<file path="src/rtl/cluster_bus_isolate_ctrl.sv">
// Tracks per-port outstanding AXI reads/writes, caps them, and drains/isolates the cluster bus on request.
// Optional drain watchdog: define CLUSTER_BUS_ISOLATE_TIMEOUT_EN.
module cluster_bus_isolate_ctrl #(
    parameter int unsigned NB_PORTS        = 4,
    parameter int unsigned MAX_OUTSTANDING = 16,
    parameter int unsigned DRAIN_TIMEOUT   = 1024
) (
    input  logic                clk_i,
    input  logic                rst_ni,
    input  logic                isolate_req_i,
    output logic                isolated_o,
    input  logic [NB_PORTS-1:0] slv_aw_valid_i,
    output logic [NB_PORTS-1:0] slv_aw_ready_o,
    output logic [NB_PORTS-1:0] xbar_aw_valid_o,
    input  logic [NB_PORTS-1:0] xbar_aw_ready_i,
    input  logic [NB_PORTS-1:0] slv_ar_valid_i,
    output logic [NB_PORTS-1:0] slv_ar_ready_o,
    output logic [NB_PORTS-1:0] xbar_ar_valid_o,
    input  logic [NB_PORTS-1:0] xbar_ar_ready_i,
    input  logic [NB_PORTS-1:0] b_valid_i,
    input  logic [NB_PORTS-1:0] b_ready_i,
    input  logic [NB_PORTS-1:0] r_valid_i,
    input  logic [NB_PORTS-1:0] r_ready_i,
    input  logic [NB_PORTS-1:0] r_last_i,
    output logic                err_o,
    output logic                timeout_o
);

    localparam int unsigned CntW = $clog2(MAX_OUTSTANDING + 1);
    typedef logic [CntW-1:0] cnt_t;
    localparam cnt_t CntMax = cnt_t'(MAX_OUTSTANDING);

    typedef enum logic [1:0] {
        ST_RUN,
        ST_DRAIN,
        ST_ISOLATED
    } state_e;

    if (MAX_OUTSTANDING < 1 || DRAIN_TIMEOUT < 1) begin : g_param_check
        $error("MAX_OUTSTANDING and DRAIN_TIMEOUT must be at least 1");
    end

    state_e              state_q, state_d;
    logic                blocked, isolated;
    logic                all_idle;
    cnt_t                wr_cnt_q [NB_PORTS];
    cnt_t                wr_cnt_d [NB_PORTS];
    cnt_t                rd_cnt_q [NB_PORTS];
    cnt_t                rd_cnt_d [NB_PORTS];
    logic [NB_PORTS-1:0] aw_pend_q, aw_pend_d, ar_pend_q, ar_pend_d;
    logic [NB_PORTS-1:0] gate_aw, gate_ar;
    logic [NB_PORTS-1:0] aw_hs, ar_hs, b_hs, r_hs, r_last_hs;
    logic [NB_PORTS-1:0] wr_uflow, rd_uflow;
    logic                err_q, err_d;

    // A pending valid keeps its path open so an address already shown to the crossbar is never withdrawn.
    always_comb begin
        for (int i = 0; i < NB_PORTS; i++) begin
            gate_aw[i] = (blocked | (wr_cnt_q[i] == CntMax)) & ~aw_pend_q[i];
            gate_ar[i] = (blocked | (rd_cnt_q[i] == CntMax)) & ~ar_pend_q[i];
        end
    end

    assign xbar_aw_valid_o = slv_aw_valid_i & ~gate_aw;
    assign slv_aw_ready_o  = xbar_aw_ready_i & ~gate_aw;
    assign xbar_ar_valid_o = slv_ar_valid_i & ~gate_ar;
    assign slv_ar_ready_o  = xbar_ar_ready_i & ~gate_ar;

    assign aw_hs     = xbar_aw_valid_o & xbar_aw_ready_i;
    assign ar_hs     = xbar_ar_valid_o & xbar_ar_ready_i;
    assign b_hs      = b_valid_i & b_ready_i;
    assign r_hs      = r_valid_i & r_ready_i;
    assign r_last_hs = r_hs & r_last_i;

    assign aw_pend_d = (xbar_aw_valid_o & ~xbar_aw_ready_i) | (~xbar_aw_valid_o & aw_pend_q);
    assign ar_pend_d = (xbar_ar_valid_o & ~xbar_ar_ready_i) | (~xbar_ar_valid_o & ar_pend_q);

    // NOTE: every output of a combinational block gets a default up front so no latch is inferred.
    always_comb begin
        wr_uflow = '0;
        rd_uflow = '0;
        for (int i = 0; i < NB_PORTS; i++) begin
            wr_cnt_d[i] = wr_cnt_q[i];
            rd_cnt_d[i] = rd_cnt_q[i];
            if (aw_hs[i] && !b_hs[i] && wr_cnt_q[i] != CntMax) begin
                wr_cnt_d[i] = wr_cnt_q[i] + 1'b1;
            end else if (b_hs[i] && !aw_hs[i]) begin
                if (wr_cnt_q[i] == '0) wr_uflow[i] = 1'b1;
                else                   wr_cnt_d[i] = wr_cnt_q[i] - 1'b1;
            end
            if (ar_hs[i] && !r_last_hs[i] && rd_cnt_q[i] != CntMax) begin
                rd_cnt_d[i] = rd_cnt_q[i] + 1'b1;
            end else if (r_last_hs[i] && !ar_hs[i]) begin
                if (rd_cnt_q[i] == '0) rd_uflow[i] = 1'b1;
                else                   rd_cnt_d[i] = rd_cnt_q[i] - 1'b1;
            end
        end
    end

    always_comb begin
        all_idle = ~|{aw_pend_q, ar_pend_q};
        for (int i = 0; i < NB_PORTS; i++) begin
            if (wr_cnt_q[i] != '0 || rd_cnt_q[i] != '0) all_idle = 1'b0;
        end
    end

    // Any response seen while isolated has no matching request: flag it as a protocol error.
    assign err_d = err_q | (|wr_uflow) | (|rd_uflow) | (isolated & ((|b_hs) | (|r_hs)));

    // NOTE: sequential state uses non-blocking assignments so every register samples pre-edge values.
    always_ff @(posedge clk_i or negedge rst_ni) begin
        if (!rst_ni) begin
            state_q <= ST_RUN;
        end else begin
            state_q <= state_d;
        end
    end

    // Dropping the request out of DRAIN wins over completing the drain.
    always_comb begin
        state_d = state_q;
        unique case (state_q)
            ST_RUN:      if (isolate_req_i) state_d = ST_DRAIN;
            ST_DRAIN: begin
                if (!isolate_req_i) state_d = ST_RUN;
                else if (all_idle)  state_d = ST_ISOLATED;
            end
            ST_ISOLATED: if (!isolate_req_i) state_d = ST_RUN;
            default:     state_d = ST_RUN;
        endcase
    end

    always_comb begin
        blocked  = (state_q != ST_RUN);
        isolated = (state_q == ST_ISOLATED);
    end

    assign isolated_o = isolated;

    // NOTE: the counter arrays are control state, not storage, so they take the async reset like any flop.
    always_ff @(posedge clk_i or negedge rst_ni) begin
        if (!rst_ni) begin
            for (int i = 0; i < NB_PORTS; i++) begin
                wr_cnt_q[i] <= '0;
                rd_cnt_q[i] <= '0;
            end
            aw_pend_q <= '0;
            ar_pend_q <= '0;
            err_q     <= 1'b0;
        end else begin
            for (int i = 0; i < NB_PORTS; i++) begin
                wr_cnt_q[i] <= wr_cnt_d[i];
                rd_cnt_q[i] <= rd_cnt_d[i];
            end
            aw_pend_q <= aw_pend_d;
            ar_pend_q <= ar_pend_d;
            err_q     <= err_d;
        end
    end

    assign err_o = err_q;

`ifdef CLUSTER_BUS_ISOLATE_TIMEOUT_EN
    localparam int unsigned TmrW = $clog2(DRAIN_TIMEOUT + 1);
    typedef logic [TmrW-1:0] tmr_t;
    localparam tmr_t TmrMax = tmr_t'(DRAIN_TIMEOUT);

    tmr_t tmr_q, tmr_d;
    logic timeout_q, timeout_d;

    // Watchdog only flags a stuck drain; the FSM keeps waiting in DRAIN.
    always_comb begin
        tmr_d     = '0;
        timeout_d = timeout_q;
        if (state_q == ST_DRAIN) begin
            tmr_d = (tmr_q == TmrMax) ? tmr_q : tmr_q + 1'b1;
            if (tmr_d == TmrMax) timeout_d = 1'b1;
        end
    end

    always_ff @(posedge clk_i or negedge rst_ni) begin
        if (!rst_ni) begin
            tmr_q     <= '0;
            timeout_q <= 1'b0;
        end else begin
            tmr_q     <= tmr_d;
            timeout_q <= timeout_d;
        end
    end

    assign timeout_o = timeout_q;
`else
    assign timeout_o = 1'b0;
`endif

endmodule

</file>
<file path="config.mk">
export PLATFORM = sky130hd
export DESIGN_NAME = cluster_bus_isolate_ctrl
export DESIGN_NICKNAME = d
export VERILOG_FILES = /design/src/rtl/cluster_bus_isolate_ctrl.sv
export SDC_FILE = /design/constraint.sdc
export NUM_CORES = 1
export LEC_CHECK = 0
export CORE_ASPECT_RATIO = 0.9
export CORE_MARGIN = 2
export CORE_UTILIZATION = 61
export CTS_BUF_LIST = sky130_fd_sc_hd__clkbuf_8
export DETAILED_ROUTE_END_ITERATION = 8
export PLACE_DENSITY = 0.95
export SKIP_LAST_GASP = 1
export SYNTH_ARGS = -nofsm -noshare
export SYNTH_HDL_FRONTEND = slang
export SYNTH_SLANG_ARGS = --single-unit
</file>
<file path="constraint.sdc">
create_clock -name clk_i -period 5.7 [get_ports clk_i]
set_clock_uncertainty 0.05 [all_clocks]
set_input_delay 0.57 -clock clk_i [delete_from_list [all_inputs] [get_ports clk_i]]
set_output_delay 0.57 -clock clk_i [all_outputs]
set_load 0.005 [all_outputs]
</file>
==> flow_metrics.env <==
export IMPL_status="finished clean"
export IMPL_grt_pass1_wl_um=15970
export IMPL_ys_seq_elements=51
export IMPL_drc=0
export IMPL_slew_viol_final=0
export IMPL_met3_usage_pct=5.550
export IMPL_worstPathRequired_ps=5080
export IMPL_vias=3719
export IMPL_antennaDiodeCount=0
export IMPL_postRouteWirelength_um=9592
export IMPL_design_die_area_sq_mm=0.007143
export IMPL_p_leak_nw=1.843
export IMPL_r2r_cells=9
export IMPL_hold_viol=0
export IMPL_drive_above_1_share_pct=8.130
export IMPL_grt_overflow_total=0
export IMPL_place_gp_congestion=0.8965
export IMPL_start_kind="flop"
export IMPL_clock_path_buffers=2
export IMPL_synthTopCellsByCount="dfrtp_1 (51), nand2_1 (38), a21oi_1 (28), nor2_1 (25), xnor2_1 (25)"
export IMPL_synth_top_cell_by_area="dfrtp_1"
export IMPL_yosysWarnings=0
export IMPL_path_clk_slew_ps=100
export IMPL_final_nets=549
export IMPL_synthArstFlopShare_pct=100.0
export IMPL_period_share_pct=53.71
export IMPL_post_cts_buffers=0
export IMPL_fin_tns_setup_ps=0
export IMPL_place_area_sq_mm=0.004547
export IMPL_initialDrtViolationCount=285
export IMPL_cts_resized=0
export IMPL_synth_area_leaders="dfrtp_1 (32%), ha_1 (5.7%), xnor2_1 (5.5%), nand2_1 (3.6%), a21oi_1 (3.5%)"
export IMPL_cp_arrival_ps=2440
export IMPL_core_sq_mm=0.006182
export IMPL_cts_tree="yes"
export IMPL_syn_area_sq_mm=0.003954
export IMPL_wl_per_cell_um=16.57
export IMPL_max_cap_violations=0
export IMPL_viasPerCell=6.423
export IMPL_synth_edf_count=0
export IMPL_grtUsageTotal_pct=28.09
export IMPL_port_buffers=56
export IMPL_clock_sinks=51
export IMPL_syn_nets=499
export IMPL_ant_nets=0
export IMPL_synth_flop_cell="dfrtp_1"
export IMPL_path_class="flop to primary output"
export IMPL_numCtsBuffers=5
export IMPL_post_dp_hpwl_um=7217
export IMPL_tightest_slew_ps=656.8
export IMPL_grt_pass1_vias=3472
export IMPL_worstSkewPairLatency_ps=310
export IMPL_cp_end_kind="primary output"
export IMPL_synth_most_common_cell="dfrtp_1"
export IMPL_finalSetupViolCount=0
export IMPL_grt_max_degree=52
export IMPL_min_path_type="primary input to asynchronous set/reset pin"
export IMPL_cts_root_buf="clkbuf_8"
export IMPL_die_w_um=88.87
export IMPL_synth_seq_area_share_pct=32.28
export IMPL_placementRows=27
export IMPL_top_usage_layer="met2"
export IMPL_yosysUniqueCellTypes=69
export IMPL_critPathMaxFanout=18
export IMPL_instances_no_fill=579
export IMPL_die_h_um=80.38
export IMPL_antenna_found_initial=0
export IMPL_start_util_pct=63.95
export IMPL_power_density_mw_per_mm2=429.2
export IMPL_synth_top_area_share_pct=32.28
export IMPL_ios=58
export IMPL_dp_cells=571
export IMPL_fmax_mhz=326.6
export IMPL_first_pass_iters=6
export IMPL_htreeDepth=2
export IMPL_grtUsageMet1_pct=35.86
export IMPL_rsz0062_at_grt="false"
export IMPL_relSlewSlack_pct=55.81
export IMPL_final_area_sq_mm=0.004664
export IMPL_holdBufCountCts=0
export IMPL_min_period_ps=3062
export IMPL_use_met2_pct=47.61
export IMPL_avgSynthCellArea_sq_um=8.966
export IMPL_areaGrowthSynthToFinish_pct=17.97
export IMPL_peakVddDrop_mv=0.2501
export IMPL_netlist_instances=441
## worst paths after layout
path	start	end	slack, ps
worst max register to register	state_q[1]$_DFFE_PN0P_	wr_cnt_q[19]$_DFFE_PN0P_	2740
worst min register to register	wr_cnt_q[19]$_DFFE_PN0P_	wr_cnt_q[19]$_DFFE_PN0P_	470
worst min-delay path	rst_ni	wr_cnt_q[8]$_DFFE_PN0P_	310
min in group clk_i	wr_cnt_q[19]$_DFFE_PN0P_	wr_cnt_q[19]$_DFFE_PN0P_	470
worst max-delay path	state_q[0]$_DFFE_PN0P_	xbar_ar_valid_o[3]	2640
max in group asynchronous	rst_ni	rd_cnt_q[18]$_DFFE_PN0P_	4840
## power breakdown
part           total, mW  internal [mW]  switching (mW)
logic              0.939          0.483           0.456
clock network      0.268          0.142           0.126
registers          0.794          0.526           0.268
## routing by layer
metal  vias up  share of wire, %
met2       201                48
li1       1746                 -
met3        24               7.4
met4         0               2.0
met5         -                 0
met1      1748                42
## worst max-delay path: stages, from the launching register on
cell and delay [ps]:
dfrtp_1 530, nor2_4 470, o21ai_0 190, and2_1 220, nor2b_1 190, clkdlybuf4s50_1 540
## area by class of cell
| class | count | area, sq um |
|---|---|---|
| Multi-Input combinational cell | 352 | 2504 |
| Fill cell | 431 | 1518 |
| Sequential cell | 51 | 1276 |
| Timing Repair Buffer | 57 | 563.0 |
| Tap cell | 87 | 108.9 |
| Inverter | 24 | 95.09 |
| Clock buffer | 6 | 82.58 |
| Clock inverter | 2 | 35.03 |
## logic make-up (layout without fill, tap and decap cells)
group	Yosys count	in the layout	share of synthesized area (%)
AND/OR/NAND/NOR	157	157	21.33
AO/OA/AOI/OAI	120	120	22.28
flip-flops	51	51	32.28
buffers and inverters	38	89	4.399
XOR/XNOR	36	36	7.975
adder cells (fa/ha/maj)	19	19	6.203
multiplexers	19	19	5.443
other	1	1	0.09485
## through the flow
| step | total power, mW | util, % | hold slack, ps | setup WS, ps |
|---|---|---|---|---|
| floorplan | 1.467 | - | 224.4 | 3059 |
| global placement | 1.645 | 73.55 | 440.6 | 2636 |
| detailed placement | 1.711 | 73.55 | 446.6 | 2499 |
| CTS | 1.987 | 75.45 | 348.4 | 2673 |
| global route | 2.152 | 75.45 | 387.6 | 2525 |
| finish | 2.002 | 75.45 | 311.0 | 2639 |
## placed cells by master (no fill, tap or decap), drive strengths merged, types with 8 or more instances in the layout
cell	n
a21oi	28
a22oi	9
a31oi	11
and2	10
clkdlybuf4s50	55
dfrtp	51
ha	18
inv	23
mux2	10
mux2i	8
nand2	38
nand3	14
nor2	26
nor2b	18
nor3	9
nor4	12
o21ai	12
or4	8
xnor2	25
xor2	11
(Power assumes the default switching activity.)
